<file path="src/rtl/clk_divider_multi.sv">
// N-channel programmable clock divider: each channel produces a 50% square wave and a
// one-cycle tick from the 50 MHz board clock, with a shadowed, glitch-free divide update.
module clk_divider_multi #(
  parameter int          NUM_CH      = 4,
  parameter int          CNT_W       = 24,
  parameter int unsigned DEFAULT_DIV = 99999,
  parameter int          CH_W        = 2
) (
  input  logic              clk_50mhz,
  input  logic              rst,
  input  logic [NUM_CH-1:0] en,
  input  logic              div_wr,
  input  logic [CH_W-1:0]   div_ch,
  input  logic [CNT_W-1:0]  div_val,
  output logic [NUM_CH-1:0] clk_out,
  output logic [NUM_CH-1:0] tick,
  output logic [NUM_CH-1:0] pend
);

  localparam logic [CNT_W-1:0] DIV_RST = CNT_W'(DEFAULT_DIV);

  // Handshake: div_wr is a single-cycle strobe with no ready; a write is accepted on
  // the edge it is sampled, provided div_ch names an existing channel.

  logic [CNT_W-1:0]  cnt     [NUM_CH];
  logic [CNT_W-1:0]  div_act [NUM_CH];
  logic [CNT_W-1:0]  div_shd [NUM_CH];
  logic [NUM_CH-1:0] wrap;
  logic [NUM_CH-1:0] commit;
  logic [NUM_CH-1:0] wr_hit;

  always_comb begin
    wrap   = '0;
    commit = '0;
    wr_hit = '0;
    for (int i = 0; i < NUM_CH; i++) begin
      wrap[i]   = en[i] && (cnt[i] == div_act[i]);
      // A pending value lands at a wrap, or immediately while the channel is idle.
      commit[i] = pend[i] && (wrap[i] || !en[i]);
      wr_hit[i] = div_wr && (div_ch == CH_W'(i));
    end
  end

  for (genvar g = 0; g < NUM_CH; g++) begin : g_ch
    always_ff @(posedge clk_50mhz) begin
      if (rst) begin
        cnt[g]     <= '0;
        div_act[g] <= DIV_RST;
        div_shd[g] <= DIV_RST;
        pend[g]    <= 1'b0;
        clk_out[g] <= 1'b0;
        tick[g]    <= 1'b0;
      end else begin
        if (en[g]) begin
          if (wrap[g]) begin
            cnt[g]     <= '0;
            clk_out[g] <= ~clk_out[g];
            tick[g]    <= 1'b1;
          end else begin
            cnt[g]  <= cnt[g] + 1'b1;
            tick[g] <= 1'b0;
          end
        end else begin
          tick[g] <= 1'b0;
          if (pend[g]) cnt[g] <= '0;
        end

        if (commit[g]) div_act[g] <= div_shd[g];

        // The commit uses the old shadow; a coincident write re-arms pend.
        if (wr_hit[g]) begin
          div_shd[g] <= div_val;
          pend[g]    <= 1'b1;
        end else if (commit[g]) begin
          pend[g] <= 1'b0;
        end
      end
    end
  end

endmodule

</file>
<file path="config.mk">
export PLATFORM = sky130hd
export DESIGN_NAME = clk_divider_multi
export DESIGN_NICKNAME = d
export VERILOG_FILES = /design/src/rtl/clk_divider_multi.sv
export SDC_FILE = /design/constraint.sdc
export NUM_CORES = 1
export LEC_CHECK = 0
export BUFFER_PORTS_ARGS = -buffer_cell sky130_fd_sc_hd__buf_2
export CORE_MARGIN = 1.5
export CORE_UTILIZATION = 37
export CTS_CLUSTER_SIZE = 24
export DETAILED_ROUTE_END_ITERATION = 16
export HOLD_SLACK_MARGIN = 0.1
export SLEW_MARGIN = 20
export SYNTH_ARGS = -nofsm -noshare
export SYNTH_HDL_FRONTEND = slang
export SYNTH_SLANG_ARGS = --single-unit
</file>
<file path="constraint.sdc">
create_clock -name clk_50mhz -period 6.6 [get_ports clk_50mhz]
set_input_delay 0.33 -clock clk_50mhz [delete_from_list [all_inputs] [get_ports clk_50mhz]]
set_output_delay 0.33 -clock clk_50mhz [all_outputs]
set_load 0.1 [all_outputs]
</file>
==> impl_metrics.ini <==
[outcome]
status = finished clean

[place]
io_buffers = 44
dpl-instance-area_um2 = 14480
gp_congestion = 0.7759
hpwlAfterDp_mm = 19.57

[floorplan]
die_area_um2 = 38450
start_util_pct = 37.59
io_pins = 45
dieWidth_um = 196.1
core_area_um2 = 36700
num_rows = 70
die_y_um = 196.1

[synthesis]
async_flop_share_pct = 0
syn_area_per_cell_um2 = 12.33
syn_nets = 1156
yosysUniqueCellTypes = 34
ys_top_cells_by_area = edfxtp_1 63%, xor2_1 9.5%, nor2_1 4.8%, and2_1 2.5%, or3_1 2.4%
synth_top_area_share_pct = 62.69
synth_edf_count = 288
synth_top_flop_cell = edfxtp_1
synth_area_leader_cell = edfxtp_1
ys_warn_count = 0
yosysSeqAreaShare_pct = 64.43
yosys_register_bits = 300
synth_area_um2 = 13800
syn_inst = 1119

[critical_path]
cp_slowest_cell = o21a_1
critPathKind = flop to flop
crit_required_ns = 6.72
reg2reg_depth = 5
worst_path_dominant_cell_family = compound AO/OA/AOI/OAI gates
crit_path_cell_trace = xor2_1 -> nor4_1 -> nand2_1 -> o21ai_2 -> o21a_1
path_depth = 5
path_buf_inv = 0
critPathLaunchType = flop
worstPathMaxFanout = 24
arrival_ns = 2.95
critical-path-max-stage-delay_ns = 0.83
crit_path_end_kind = flop

[clock_network]
root_buffer = clkbuf_16
clkTransAtPathRegs_ns = 0.06
insertion_delay_ns = 0.51
cts_resized = 0
cts_setup_buffers = 0
cts_buffers = 34
postCtsHoldBufs = 0
tritoncts = yes
h-tree-depth = 2
clock_path_buffers = 3
clock-sinks = 300

[timing]
hold_viol_final = 0
finalCriticalPeriod_ns = 2.831
worstMarginPinSlew_ns = 1.053
finClkSkew_ns = 0.02279
min_period_over_period_pct = 42.89
slew_headroom_pct = 29.81
fin_setup_tns_ns = 0
fmax_ghz = 0.3533
hold-worst-slack_ns = 0.1491
finalMaxSlewViolations = 0
rsz0062_at_grt = false
setup_viol = 0

[cells_and_area]
final_common_cell = edfxtp_1
fin_nets = 1206
n_fill_cell = 3368
final_area_um2 = 15560
multiInputGateArea_um2 = 4649
n_antenna_cell = 0
post-route-util_pct = 42.41
drive_gt1_share_pct = 9.983
areaGrowthSynthToFinish_pct = 12.82
layout_common_cells = 288 x edfxtp_1, 177 x nor2_1, 149 x xor2_1
seqCellArea_um2 = 8889

[global_route]
antenna_found_initial = 3
grt_overflow_total = 0
busiest_layer = met2
grt_pass1_vias = 8050
use_met1_pct = 22.21
grt_pass1_wl_mm = 46.12
grt_use_met2_pct = 24.17
grt_max_degree = 34
grt_use_met3_pct = 2.561
grt.total_usage_pct = 15.33

[drt]
via_per_inst = 4.963
wirelength_mm = 28.91
detail-route-antenna-nets = 0
wl_per_cell_um = 17.41
drc_errors = 0
vias = 8239
drtIter0Drc = 589
drtPass1Iterations = 5

[worst_hold_path]
hold_depth = 3
hp-class = primary input to flop

[flow_run]
cap_violations = 0

[power]
power_density_nw_per_um2 = 279.3
vdd_ir_drop_max_v = 0.0002193
leakagePower_nw = 5.235
==> worst paths after layout <==
| kind | start | end | slack (ns) |
|---|---|---|---|
| min reg2reg | clk_out[1]$_SDFFE_PP0P_ | clk_out[1]$_SDFFE_PP0P_ | 0.48 |
| max | cnt[1][8]$_SDFFCE_PP0P_ | div_act[1][13]$_SDFFCE_PN0P_ | 3.77 |
| min | en[3] | tick[3]$_DFF_P_ | 0.15 |
| max reg2reg | cnt[1][8]$_SDFFCE_PP0P_ | div_act[1][13]$_SDFFCE_PN0P_ | 3.77 |
==> through the flow <==
step | total power, mW | instances | setup WS (ns)
floorplan | 2.472 | 1119 | 4.120
global placement | 2.565 | 1600 | 3.599
detailed placement | 2.569 | 1600 | 3.540
CTS | 4.388 | 1659 | 3.523
global route | 4.499 | 1660 | 3.496
finish | 4.347 | 1660 | 3.769
==> layer usage <==
| metal | part of all wire, % | vias up |
|---|---|---|
| met1 | 48 | 3976 |
| met4 | 1.6 | 2 |
| met3 | 4.8 | 41 |
| met5 | 0.042 | - |
| li1 | - | 4050 |
| met2 | 46 | 170 |
==> cells by family (layout without fill, tap and decap cells) <==
group                    Yosys count  after routing  synth area share, %
flip-flops                       300            300                64.43
AND/OR/NAND/NOR                  543            543                20.03
adder cells (fa/ha/maj)            4              4               0.3628
buffers and inverters             60            133                2.004
XOR/XNOR                         184            184                11.68
AO/OA/AOI/OAI                     28             28                1.487
==> cells in the mapped netlist (21+ instances only) <==
master,instances
edfxtp_1,288
nor2_1,177
xor2_1,149
nand2_1,83
and2_1,56
or3_1,54
nand3_1,37
nand2b_1,35
xnor2_1,35
nor4_1,30
nand4_1,25
inv_1,21
==> sequential cells by signal, indices dropped and copies added (netlist names) <==
register and count:
cnt 96, div_act 96, div_shd 96, clk_out 4, pend 4, tick 4
==> power breakdown <==
group	internal [mW]	switching [mW]	leakage, nW
logic	0.0801	0.152	1.77
clock network	1.07	0.746	0.514
registers	2.21	0.0889	2.95
total	3.36	0.987	5.23
==> worst min-delay path: cells and delay by family <==
| family | cells | cell delay, ns |
|---|---|---|
| buf+inv | 2 | 0.20 |
| simple gates | 1 | 0.07 |
==> cell type report <==
cell class,count,share of cell area [%]
clock buffers,48,5.997
clock inverters,11,0.8601
inverters,21,0.5064
multi-input cells,759,29.87
flip-flops and latches,300,57.11
well taps,468,3.762
repair buffers,53,1.897
No activity file was read; power rests on OpenSTA's default activity.
